## src/rtl/fp_pkg.sv

```systemverilog
// Shared types and helpers for the sequential floating-point adder.
package fp_pkg;

  // Guard, round and sticky bits carried below the mantissa LSB.
  localparam int GRS_W = 3;

  typedef enum logic [2:0] {
    IDLE  = 3'd0,
    ALIGN = 3'd1,
    ADD   = 3'd2,
    NORM  = 3'd3,
    ROUND = 3'd4,
    DONE  = 3'd5
  } state_t;

  // Field extraction on a word zero-extended to 64 bits; widths are runtime arguments
  // so one set of helpers serves every EXP_W/MAN_W combination.
  function automatic logic get_sign(input logic [63:0] w, input int exp_w, input int man_w);
    logic [63:0] t;
    t = w >> (exp_w + man_w);
    return t[0];
  endfunction

  function automatic logic [31:0] get_exp(input logic [63:0] w, input int exp_w, input int man_w);
    logic [63:0] t;
    t = (w >> man_w) & ((64'd1 << exp_w) - 64'd1);
    return t[31:0];
  endfunction

  function automatic logic [63:0] get_man(input logic [63:0] w, input int man_w);
    return w & ((64'd1 << man_w) - 64'd1);
  endfunction

endpackage

```

## src/rtl/fp_lzc.sv

```systemverilog
// Combinational leading-zero counter; an all-zero input returns WIDTH.
module fp_lzc #(
  parameter int WIDTH = 27
) (
  input  logic [WIDTH-1:0]               d,
  output logic [$clog2(WIDTH+1)-1:0]     cnt
);

  localparam int CW = $clog2(WIDTH + 1);

  // Scan upward so the highest set bit determines the final count.
  always_comb begin
    cnt = CW'(WIDTH);
    for (int i = 0; i < WIDTH; i++) begin
      if (d[i]) cnt = CW'(WIDTH - 1 - i);
    end
  end

endmodule

```

## src/rtl/sumador_flotante_seq.sv

```systemverilog
// Multi-cycle floating-point adder/subtractor, round-to-nearest-even.
// Handshake: a transfer happens on a rising edge where valid && ready. in_ready is high
// only in IDLE; out_valid stays high with s/flags frozen until out_ready is seen.
module sumador_flotante_seq
  import fp_pkg::*;
#(
  parameter int EXP_W = 8,
  parameter int MAN_W = 23
) (
  input  logic                       clk,
  input  logic                       rst,
  input  logic                       in_valid,
  output logic                       in_ready,
  input  logic [EXP_W+MAN_W:0]       a,
  input  logic [EXP_W+MAN_W:0]       b,
  input  logic                       op,
  output logic                       out_valid,
  input  logic                       out_ready,
  output logic [EXP_W+MAN_W:0]       s,
  output logic                       overflow,
  output logic                       zero,
  output state_t                     state_dbg
);

  localparam int W    = 1 + EXP_W + MAN_W;
  localparam int MW   = MAN_W + 1 + GRS_W;   // {hidden, man, G, R, S}
  localparam int LZ_W = $clog2(MW + 1);
  localparam int EW   = EXP_W + 2;           // room for carry and underflow sign

  state_t            state;
  logic [W-1:0]      a_r, b_r;
  logic              op_r;
  // ALIGN -> ADD
  logic              x_sign, eff_sub;
  logic [EXP_W-1:0]  x_exp;
  logic [MW-1:0]     x_sig, y_sig;
  // ADD -> NORM
  logic [MW:0]       sum_r;
  // NORM -> ROUND
  logic              n_sign, n_zero;
  logic [EW-1:0]     n_exp;
  logic [MW-1:0]     n_man;

  // Combinational next values for each stage
  logic              al_sign, al_sub;
  logic [EXP_W-1:0]  al_exp;
  logic [MW-1:0]     al_x, al_y;
  logic [MW:0]       sum_nx;
  logic              nm_sign, nm_zero;
  logic [EW-1:0]     nm_exp;
  logic [MW-1:0]     nm_man;
  logic [W-1:0]      rd_s;
  logic              rd_ovf, rd_zero;
  logic [LZ_W-1:0]   lz;

  fp_lzc #(.WIDTH(MW)) u_lzc (
    .d   (sum_r[MW-1:0]),
    .cnt (lz)
  );

  assign state_dbg = state;

  // Per-stage datapath: alignment, add/subtract, normalisation and rounding.
  always_comb begin
    logic              sa, sb;
    logic [EXP_W-1:0]  ea, eb, ey, diff;
    logic [MAN_W-1:0]  ma, mb, mx, my;
    logic              swap, lost;
    logic [MW-1:0]     sig_y, shifted;
    logic [MAN_W:0]    mant;
    logic [MAN_W+1:0]  rnd;
    logic [EW-1:0]     rexp;
    logic [MAN_W-1:0]  frac;
    logic              inc;

    // ALIGN: exp==0 operands are zero, larger magnitude becomes X
    sa = get_sign(64'(a_r), EXP_W, MAN_W);
    sb = get_sign(64'(b_r), EXP_W, MAN_W) ^ op_r;
    ea = EXP_W'(get_exp(64'(a_r), EXP_W, MAN_W));
    eb = EXP_W'(get_exp(64'(b_r), EXP_W, MAN_W));
    ma = (ea == '0) ? '0 : MAN_W'(get_man(64'(a_r), MAN_W));
    mb = (eb == '0) ? '0 : MAN_W'(get_man(64'(b_r), MAN_W));
    swap    = {eb, mb} > {ea, ma};
    al_sign = swap ? sb : sa;
    al_sub  = sa ^ sb;
    al_exp  = swap ? eb : ea;
    ey      = swap ? ea : eb;
    mx      = swap ? mb : ma;
    my      = swap ? ma : mb;
    diff    = al_exp - ey;
    al_x    = {al_exp != '0, mx, {GRS_W{1'b0}}};
    sig_y   = {ey != '0, my, {GRS_W{1'b0}}};
    if (int'(diff) >= MW) begin
      shifted = {{(MW-1){1'b0}}, |sig_y};
      lost    = 1'b0;
    end else begin
      shifted = sig_y >> diff;
      lost    = |(sig_y & ~({MW{1'b1}} << diff));
    end
    al_y = {shifted[MW-1:1], shifted[0] | lost};

    // ADD: the swap guarantees X >= Y, so the difference never goes negative
    sum_nx = eff_sub ? ({1'b0, x_sig} - {1'b0, y_sig}) : ({1'b0, x_sig} + {1'b0, y_sig});

    // NORM: carry shifts right, otherwise shift left by the leading-zero count
    nm_sign = x_sign;
    nm_zero = 1'b0;
    nm_exp  = '0;
    nm_man  = '0;
    if (sum_r[MW]) begin
      nm_man = {sum_r[MW:2], sum_r[1] | sum_r[0]};
      nm_exp = EW'(x_exp) + EW'(1);
    end else if (sum_r == '0) begin
      nm_sign = 1'b0;
      nm_zero = 1'b1;
    end else begin
      nm_man = sum_r[MW-1:0] << lz;
      nm_exp = EW'(x_exp) - EW'(lz);
      if (nm_exp[EW-1] || nm_exp == '0) begin
        nm_zero = 1'b1;
        nm_exp  = '0;
        nm_man  = '0;
      end
    end

    // ROUND: nearest-even, renormalise on mantissa carry, saturate on overflow
    mant = n_man[MW-1:GRS_W];
    inc  = n_man[2] & (n_man[1] | n_man[0] | mant[0]);
    rnd  = {1'b0, mant} + (MAN_W+2)'(inc);
    rexp = n_exp + EW'(rnd[MAN_W+1]);
    frac = rnd[MAN_W+1] ? rnd[MAN_W:1] : rnd[MAN_W-1:0];
    rd_zero = n_zero;
    rd_ovf  = 1'b0;
    if (n_zero) begin
      rd_s = {n_sign, {(W-1){1'b0}}};
    end else if (rexp >= EW'((1 << EXP_W) - 1)) begin
      rd_ovf = 1'b1;
      rd_s   = {n_sign, {EXP_W{1'b1}}, {MAN_W{1'b0}}};
    end else begin
      rd_s = {n_sign, rexp[EXP_W-1:0], frac};
    end
  end

  // Sequencer plus all pipeline, handshake and output registers.
  always_ff @(posedge clk or posedge rst) begin
    if (rst) begin
      state     <= IDLE;
      in_ready  <= 1'b1;
      out_valid <= 1'b0;
      s         <= '0;
      overflow  <= 1'b0;
      zero      <= 1'b0;
      a_r       <= '0;
      b_r       <= '0;
      op_r      <= 1'b0;
      x_sign    <= 1'b0;
      eff_sub   <= 1'b0;
      x_exp     <= '0;
      x_sig     <= '0;
      y_sig     <= '0;
      sum_r     <= '0;
      n_sign    <= 1'b0;
      n_zero    <= 1'b0;
      n_exp     <= '0;
      n_man     <= '0;
    end else begin
      case (state)
        IDLE: begin
          if (in_valid) begin
            a_r      <= a;
            b_r      <= b;
            op_r     <= op;
            in_ready <= 1'b0;
            state    <= ALIGN;
          end
        end
        ALIGN: begin
          x_sign  <= al_sign;
          eff_sub <= al_sub;
          x_exp   <= al_exp;
          x_sig   <= al_x;
          y_sig   <= al_y;
          state   <= ADD;
        end
        ADD: begin
          sum_r <= sum_nx;
          state <= NORM;
        end
        NORM: begin
          n_sign <= nm_sign;
          n_zero <= nm_zero;
          n_exp  <= nm_exp;
          n_man  <= nm_man;
          state  <= ROUND;
        end
        ROUND: begin
          s         <= rd_s;
          overflow  <= rd_ovf;
          zero      <= rd_zero;
          out_valid <= 1'b1;
          state     <= DONE;
        end
        DONE: begin
          if (out_ready) begin
            out_valid <= 1'b0;
            in_ready  <= 1'b1;
            state     <= IDLE;
          end
        end
        default: state <= IDLE;
      endcase
    end
  end

endmodule
```

## config.mk

```make
export PLATFORM = sky130hd
export DESIGN_NAME = sumador_flotante_seq
export DESIGN_NICKNAME = d
export VERILOG_FILES = /design/src/rtl/fp_pkg.sv /design/src/rtl/fp_lzc.sv /design/src/rtl/sumador_flotante_seq.sv
export SDC_FILE = /design/constraint.sdc
export NUM_CORES = 1
export LEC_CHECK = 0
export CORE_MARGIN = 5
export CORE_UTILIZATION = 47
export CTS_CLUSTER_DIAMETER = 120
export DETAILED_ROUTE_END_ITERATION = 7
export PLACE_DENSITY = 0.75
export SETUP_SLACK_MARGIN = 0.2
export SYNTH_ARGS = -nofsm -noshare
export SYNTH_HDL_FRONTEND = slang
export SYNTH_SLANG_ARGS = --single-unit
```

## constraint.sdc

```tcl
create_clock -name clk -period 11.1 [get_ports clk]
set_clock_uncertainty 0.1 [all_clocks]
set_input_delay 2.22 -clock clk [delete_from_list [all_inputs] [get_ports clk]]
set_output_delay 2.22 -clock clk [all_outputs]
set_load 0.02 [all_outputs]
```

# Word level (Yosys, flattened, before mapping)
# Index checks and enable logic that the tools add are counted.
[totals] reg_bits=232 output_inout_bits=39
[classes] addsub=7 n_lt_le_gt_ge=3 n_eq_ne=7 n_shift=3 mux=61 bitwise=9 n_reduce_logical=16
[op_table] cell="23-bit 2-to-1 mux" count=5
[op_table] cell="27-bit 2-to-1 mux" count=4
[op_table] cell="5-bit 2-to-1 mux" count=16
[op_table] cell="31-bit 2-to-1 mux" count=2
[op_table] cell="4-bit 2-to-1 mux" count=8
[op_table] cell="31-bit greater-than comparator" count=1
[op_table] cell="10-bit 2-to-1 mux" count=3
[op_table] cell="27-bit by 27-bit adder with 28-bit output" count=1
[op_table] cell="28-bit logical NOT" count=1
[op_table] cell="28-bit 2-to-1 mux" count=1
[op_table] cell="27-bit by 27-bit subtractor with 28-bit output" count=1
[op_table] cell="27-bit AND" count=1
[op_table] cell="27-bit NOT" count=1
[op_table] cell="27-bit OR reduction" count=1
[op_table] cell="27-bit by 5-bit left shift with 27-bit output" count=1
[op_table] cell="27-bit by 8-bit left shift with 27-bit output, first input constant" count=1
[op_table] cell="27-bit by 8-bit right shift with 27-bit output" count=1
[op_table] cell="24-bit by 1-bit adder with 25-bit output" count=1
[op_table] cell="24-bit OR reduction" count=1
[op_table] cell="3-bit one-hot mux with 6 select lines" count=1
[op_table] cell="8-bit logical NOT" count=2
[op_table] cell="8-bit 2-to-1 mux" count=2
[op_table] cell="8-bit nonzero test" count=2
[op_table] cell="1-bit 2-to-1 mux" count=13
[op_table] cell="22 further kinds" count=35

# Depth between registers and ports, before layout
[logic_depth] word_depth=33 mapped_depth=26 mapped_depth_nobuf=24

# Modules after synthesis
# Synthesis repeated with hierarchy kept, for this count alone.
[hier_totals] hier_cells=2065 hier_area_um2=17307.8
[by_module_without_submodules] module="sumador_flotante_seq" n_inst=1 cells_per_inst=2014 area_each_um2=17030.1 seq_area_each_um2=5806.8
[by_module_without_submodules] module="fp_lzc" n_inst=1 cells_per_inst=51 area_each_um2=277.8 seq_area_each_um2=0.0

# Least setup slack after synthesis
# OpenSTA, ideal clock, no wires.
[synth_path] path_type="flip-flop to flip-flop" from="register b_r[27]" to="register y_sig[0]" arrival_time_ns=5.287 t_required_ns=10.867 setup_slack_ns=5.580 path_stages_with_launch=23 n_path_buf=3 period_less_slack_ns=5.520 path_cell_list="dfrtp_1 -> clkbuf_1 -> nor4_1 -> nand2_1 -> clkbuf_1 -> clkbuf_1 -> and2_1 -> ha_1 -> nand4_1 -> or4_4 -> nand2_1 -> a21o_1 -> nand4_1 -> and2_1 -> ha_1 -> o31a_1 -> o22ai_1 -> mux2i_2 -> nand3_2 -> a311o_1 -> or3_1 -> a2111oi_1 -> a21oi_1"
[synth_between] elab_chain_cells=11 elab_cells_between_ends=18 cone_classes="add/sub (1); order compare (2); shift (2); mux (6); bitwise (3); reduce/logical (4)"
[synth_rtl] item="start: declaration" line="sumador_flotante_seq.sv:31" text="logic [W-1:0] a_r, b_r;"
[synth_rtl] item="start signal: assignment" line="sumador_flotante_seq.sv:154" text="b_r <= '0;"
[synth_rtl] item="start signal: assignment" line="sumador_flotante_seq.sv:171" text="b_r <= b;"
[synth_rtl] item="8-bit logical NOT" line="sumador_flotante_seq.sv:82" text="mb = (eb == '0) ? '0 : MAN_W'(get_man(64'(b_r), MAN_W));"
[synth_rtl] item="23-bit 2-to-1 mux" line="sumador_flotante_seq.sv:82"
[synth_rtl] item="31-bit greater-than comparator" line="sumador_flotante_seq.sv:83" text="swap = {eb, mb} > {ea, ma};"
[synth_rtl] item="8-bit 2-to-1 mux, on equally long branches" line="sumador_flotante_seq.sv:86, sumador_flotante_seq.sv:87"
[synth_rtl] item="8-bit subtractor" line="sumador_flotante_seq.sv:90" text="diff = al_exp - ey;"
[synth_rtl] item="27-bit by 8-bit left shift with 27-bit output" line="sumador_flotante_seq.sv:98" text="lost = |(sig_y & ~({MW{1'b1}} << diff));"
[synth_rtl] item="27-bit NOT" line="sumador_flotante_seq.sv:98"
[synth_rtl] item="27-bit AND" line="sumador_flotante_seq.sv:98"
[synth_rtl] item="27-bit OR reduction" line="sumador_flotante_seq.sv:98"
[synth_rtl] item="1-bit 2-to-1 mux" line="sumador_flotante_seq.sv:93" text="if (int'(diff) >= MW) begin"
[synth_rtl] item="1-bit bitwise OR *" line="sumador_flotante_seq.sv:100" text="al_y = {shifted[MW-1:1], shifted[0] | lost};"
[synth_rtl] item="end signal: assignment" line="sumador_flotante_seq.sv:182" text="y_sig <= al_y;"
[synth_rtl] item="end: declaration" line="sumador_flotante_seq.sv:36" text="logic [MW-1:0] x_sig, y_sig;"
# Mark *: on every way between the ends. The rest lies on a longest branch, timed or not.
# A chain may end at the register's enable or synchronous reset.

# Final worst setup path
# Ends and elaborated chain as after synthesis.

==> metrics.txt <==
# TYPE chip_impl_metric gauge
chip_impl_info{name="outcome",value="completed"} 1
chip_impl_metric{name="track_usage",unit="%"} 24.5
chip_impl_metric{name="floorplan.die.width",unit="um"} 202
chip_impl_metric{name="route.detailed.drc",unit=""} 0
chip_impl_metric{name="rows",unit=""} 70
chip_impl_metric{name="clock_buffers_created_by_tritoncts",unit=""} 27
chip_impl_metric{name="syn2layout_area_growth",unit="%"} 12.4
chip_impl_metric{name="finalHoldViolations",unit=""} 0
chip_impl_metric{name="placed_cells_incl_taps",unit=""} 2559
chip_impl_metric{name="grt_first_pass_wirelength",unit="um"} 83600
chip_impl_metric{name="post_cts_setup_buffer_count",unit=""} 0
chip_impl_metric{name="max-slew-margin-rel",unit="%"} 29.2
chip_impl_metric{name="detailroute.via_count",unit=""} 16138
chip_impl_metric{name="timing.final.ws_setup",unit="ns"} 3.63
chip_impl_info{name="root_buffer",value="sky130_fd_sc_hd__clkbuf_16"} 1
chip_impl_metric{name="io_pins",unit=""} 108
chip_impl_metric{name="die_h",unit="um"} 202
chip_impl_info{name="grt_setup_unrepaired",value="no"} 1
chip_impl_metric{name="core-area",unit="um2"} 36600
chip_impl_metric{name="post_drt_via_cell_ratio",unit=""} 6.19
chip_impl_metric{name="layout-drive-gt1-share",unit="%"} 8.88
chip_impl_metric{name="global_route.overflow_total",unit=""} 0
chip_impl_metric{name="multi_input_comb_area",unit="um2"} 10700
chip_impl_metric{name="portBuffers",unit=""} 107
chip_impl_metric{name="timing_max_transition_violations_final",unit=""} 0
chip_impl_metric{name="cts_sinks",unit=""} 232
chip_impl_metric{name="synthArstFlopShare",unit="%"} 100
chip_impl_info{name="synth_ff_type",value="sky130_fd_sc_hd__dfrtp_1"} 1
chip_impl_metric{name="routedWlPerCell",unit="um"} 19.9
chip_impl_metric{name="drt.antenna.violating_nets",unit=""} 0
chip_impl_metric{name="post-route-min-period",unit="ns"} 7.47
chip_impl_metric{name="htreeDepth",unit=""} 1
chip_impl_metric{name="timing.critical_path.required",unit="ns"} 11.43
chip_impl_info{name="worstHoldPathType",value="register to register"} 1
chip_impl_metric{name="synth-edff-count",unit=""} 0
chip_impl_metric{name="grt_antenna_before_repair",unit=""} 1
chip_impl_metric{name="critical_path.max_fanout",unit=""} 30
chip_impl_metric{name="final.setup.tns",unit="ns"} 0
chip_impl_info{name="timing.critical_path.from_type",value="register"} 1
chip_impl_metric{name="detailed_place_hpwl",unit="um"} 38900
chip_impl_metric{name="synth_area",unit="um2"} 17400
chip_impl_metric{name="fin_cells",unit=""} 2608
chip_impl_metric{name="detailedRoute.firstIterationViolations",unit=""} 1571
chip_impl_metric{name="yosys_warnings",unit=""} 0
chip_impl_metric{name="yosysSeqAreaShare",unit="%"} 33.4
chip_impl_metric{name="wl",unit="um"} 51800
chip_impl_metric{name="antennaDiodeCount",unit=""} 0
chip_impl_metric{name="detailedPlace.worstSlack",unit="ns"} 3.80
chip_impl_metric{name="final_setup_violation_count",unit=""} 0
chip_impl_metric{name="cts.repair.resized",unit=""} 0
chip_impl_metric{name="cts_hold_buf",unit=""} 0
chip_impl_metric{name="cap_viol_max_count",unit=""} 0
chip_impl_info{name="critical_path.endpoint_type",value="register"} 1
chip_impl_metric{name="final_layout_net_count",unit=""} 2281
chip_impl_metric{name="place_congestion",unit=""} 0.982
chip_impl_metric{name="cts.clk_slew.worst_paths",unit="ns"} 0.06
chip_impl_metric{name="synthDistinctLibCells",unit=""} 100
chip_impl_metric{name="synth.avg_cell_area",unit="um2"} 8.32
chip_impl_info{name="cts_tree",value="done"} 1
chip_impl_metric{name="min_period_over_period",unit="%"} 67.3
chip_impl_metric{name="floorplan.die_area",unit="um2"} 41000
chip_impl_metric{name="insertion_delay",unit="ns"} 0.57
chip_impl_metric{name="start_util",unit="%"} 47.6
chip_impl_metric{name="worstPathArrival",unit="ns"} 7.79
chip_impl_metric{name="vias_in_the_first_global_route",unit=""} 15474
chip_impl_metric{name="synth.ff_latch_count",unit=""} 232
chip_impl_info{name="kind_of_critical_path",value="register to register"} 1
chip_impl_metric{name="holdWs",unit="ns"} 0.373
chip_impl_metric{name="detail_route.first_pass.iterations",unit=""} 6
chip_impl_metric{name="fmax",unit="GHz"} 0.134
chip_impl_metric{name="regArea",unit="um2"} 5810
chip_impl_metric{name="mappedNetlistNets",unit=""} 2253
chip_impl_metric{name="synth_cells",unit=""} 2092
chip_impl_metric{name="grt_start_max_net_pins",unit=""} 102
chip_impl_metric{name="clock_path_buffers",unit=""} 3
chip_impl_metric{name="fill_cells",unit=""} 3395
chip_impl_metric{name="worst_pin_slew",unit="ns"} 1.06
## placed cells by master, fill, tap and decap left out, types with 10 or more instances in the layout
cell type and count:
sky130_fd_sc_hd__nor2_1 218, sky130_fd_sc_hd__o211ai_1 14, sky130_fd_sc_hd__o21bai_1 12, sky130_fd_sc_hd__a221oi_1 20, sky130_fd_sc_hd__buf_4 26, sky130_fd_sc_hd__and3_1 23, sky130_fd_sc_hd__nand4_1 18, sky130_fd_sc_hd__nand3_1 60
sky130_fd_sc_hd__inv_1 82, sky130_fd_sc_hd__mux2_2 72, sky130_fd_sc_hd__a21o_1 19, sky130_fd_sc_hd__nor3_1 32, sky130_fd_sc_hd__o21a_1 14, sky130_fd_sc_hd__dfrtp_1 231, sky130_fd_sc_hd__and2_1 34, sky130_fd_sc_hd__nor4_1 17
sky130_fd_sc_hd__clkdlybuf4s50_1 107, sky130_fd_sc_hd__mux2i_1 68, sky130_fd_sc_hd__a31oi_1 23, sky130_fd_sc_hd__nor2b_1 12, sky130_fd_sc_hd__o31ai_1 15, sky130_fd_sc_hd__a211o_1 10, sky130_fd_sc_hd__nand2_1 239, sky130_fd_sc_hd__o22ai_1 22
sky130_fd_sc_hd__o21ai_0 200, sky130_fd_sc_hd__xnor2_1 38, sky130_fd_sc_hd__ha_1 90, sky130_fd_sc_hd__a211oi_1 24, sky130_fd_sc_hd__clkbuf_16 27, sky130_fd_sc_hd__a21oi_1 149, sky130_fd_sc_hd__xor2_1 26
## path summary, 6_finish.rpt
kind | startpoint | end | slack [ns] | depth (start not counted)
setup / recovery | b_r[27]$_DFFE_PP0P_ | y_sig[0]$_DFFE_PP0P_ | 3.63 | 19
hold reg to reg | s[9]$_DFFE_PP0P_ | s[9]$_DFFE_PP0P_ | 0.37 | 2
max in group asynchronous | rst | n_man[14]$_DFFE_PP0N_ | 7.43 | 3
setup reg to reg | b_r[27]$_DFFE_PP0P_ | y_sig[0]$_DFFE_PP0P_ | 3.63 | 19
min in group asynchronous | rst | op_r$_DFFE_PP0P_ | 2.06 | 2
hold / removal | s[9]$_DFFE_PP0P_ | s[9]$_DFFE_PP0P_ | 0.37 | 2
## registers in the layout, summed over array words and instances (netlist names), 3 cells and up
| name | count |
|---|---|
| x_sig | 24 |
| n_exp | 10 |
| a_r | 32 |
| x_exp | 8 |
| state_dbg | 3 |
| s | 32 |
| y_sig | 27 |
| sum_r | 28 |
| n_man | 27 |
| b_r | 32 |
## Yosys cell counts, drive strengths merged, types with 6 or more instances
cell type	n	area, um2
a221oi	20	175
a211oi	24	180
mux2	73	826
nor2	221	848
mux2i	69	694
nor3	32	160
a2111oi	10	88.8
and3	23	144
buf	30	209
xnor2	40	350
inv	83	312
a21o	21	160
a31oi	23	144
clkbuf	103	408
nand4	20	146
a32oi	6	52.6
o21ai	205	1030
mux4	9	203
nand2	241	907
a21oi	151	763
o211ai	14	105
o21bai	12	90.1
nor4	19	140
o21a	14	105
dfrtp	231	5780
and2	36	226
a22oi	8	60.1
or3	7	43.8
nand2b	8	50.1
o221ai	7	61.3
a221o	6	61.3
xor2	26	228
o31a	7	61.3
a211o	10	87.6
o22ai	22	138
ha	90	1130
a22o	7	61.3
nor2b	13	88.8
nand3	61	310
nand3b	7	52.6
o31ai	16	120
## kinds of logic after synthesis
kind of cell,Yosys count,share of synthesized area (%)
compound gates,622,22.4
fa+ha+maj,92,6.70
flops,232,33.4
mux,151,9.90
xor+xnor,66,3.32
buf+inv,220,5.45
simple gates,709,18.9
## stage by stage
stage | util (%) | instance area (um2)
finish | 53.5 | 19600
global route | 53.5 | 19600
CTS | 53.5 | 19600
detailed placement | 51.0 | 18700
global placement | 51.0 | 18700
floorplan | - | 17400
## worst max-delay path: stages, from the launching register on
cell and delay (ns):
sky130_fd_sc_hd__dfrtp_1 0.49, sky130_fd_sc_hd__nor4_1 0.40, sky130_fd_sc_hd__nand2_1 0.57, sky130_fd_sc_hd__and2_1 0.43, sky130_fd_sc_hd__ha_1 0.30, sky130_fd_sc_hd__nand4_1 0.18
sky130_fd_sc_hd__or4_4 0.61, sky130_fd_sc_hd__nor2b_4 0.15, sky130_fd_sc_hd__a21o_2 0.46, sky130_fd_sc_hd__nand4_1 0.20, sky130_fd_sc_hd__and2_1 0.18, sky130_fd_sc_hd__ha_1 0.27
sky130_fd_sc_hd__buf_4 0.31, sky130_fd_sc_hd__clkinv_1 0.68, sky130_fd_sc_hd__mux4_2 0.53, sky130_fd_sc_hd__mux2_2 0.28, sky130_fd_sc_hd__a311o_1 0.35, sky130_fd_sc_hd__or3_1 0.33
sky130_fd_sc_hd__a2111oi_1 0.35, sky130_fd_sc_hd__a21oi_1 0.12
## cell type report
cell class	instances	area share (%)
well taps	468	2.99
multi-input cells	1640	54.6
clock inverters	15	0.876
inverters	86	1.69
flip-flops and latches	232	29.7
clock buffers	34	3.74
repair buffers	133	6.47
## routing by layer
layer  global-route usage (%)  wire (um)  vias up
met5                        0         12        -
met2                     41.7      24900      636
met4                     8.20       1990        2
li1                         -          -     7614
met1                     32.7      21800     7756
met3                     3.07       3040      130
Power is not shown: default switching activity piles up to over one toggle a cycle in this logic, so the estimate is an artifact.
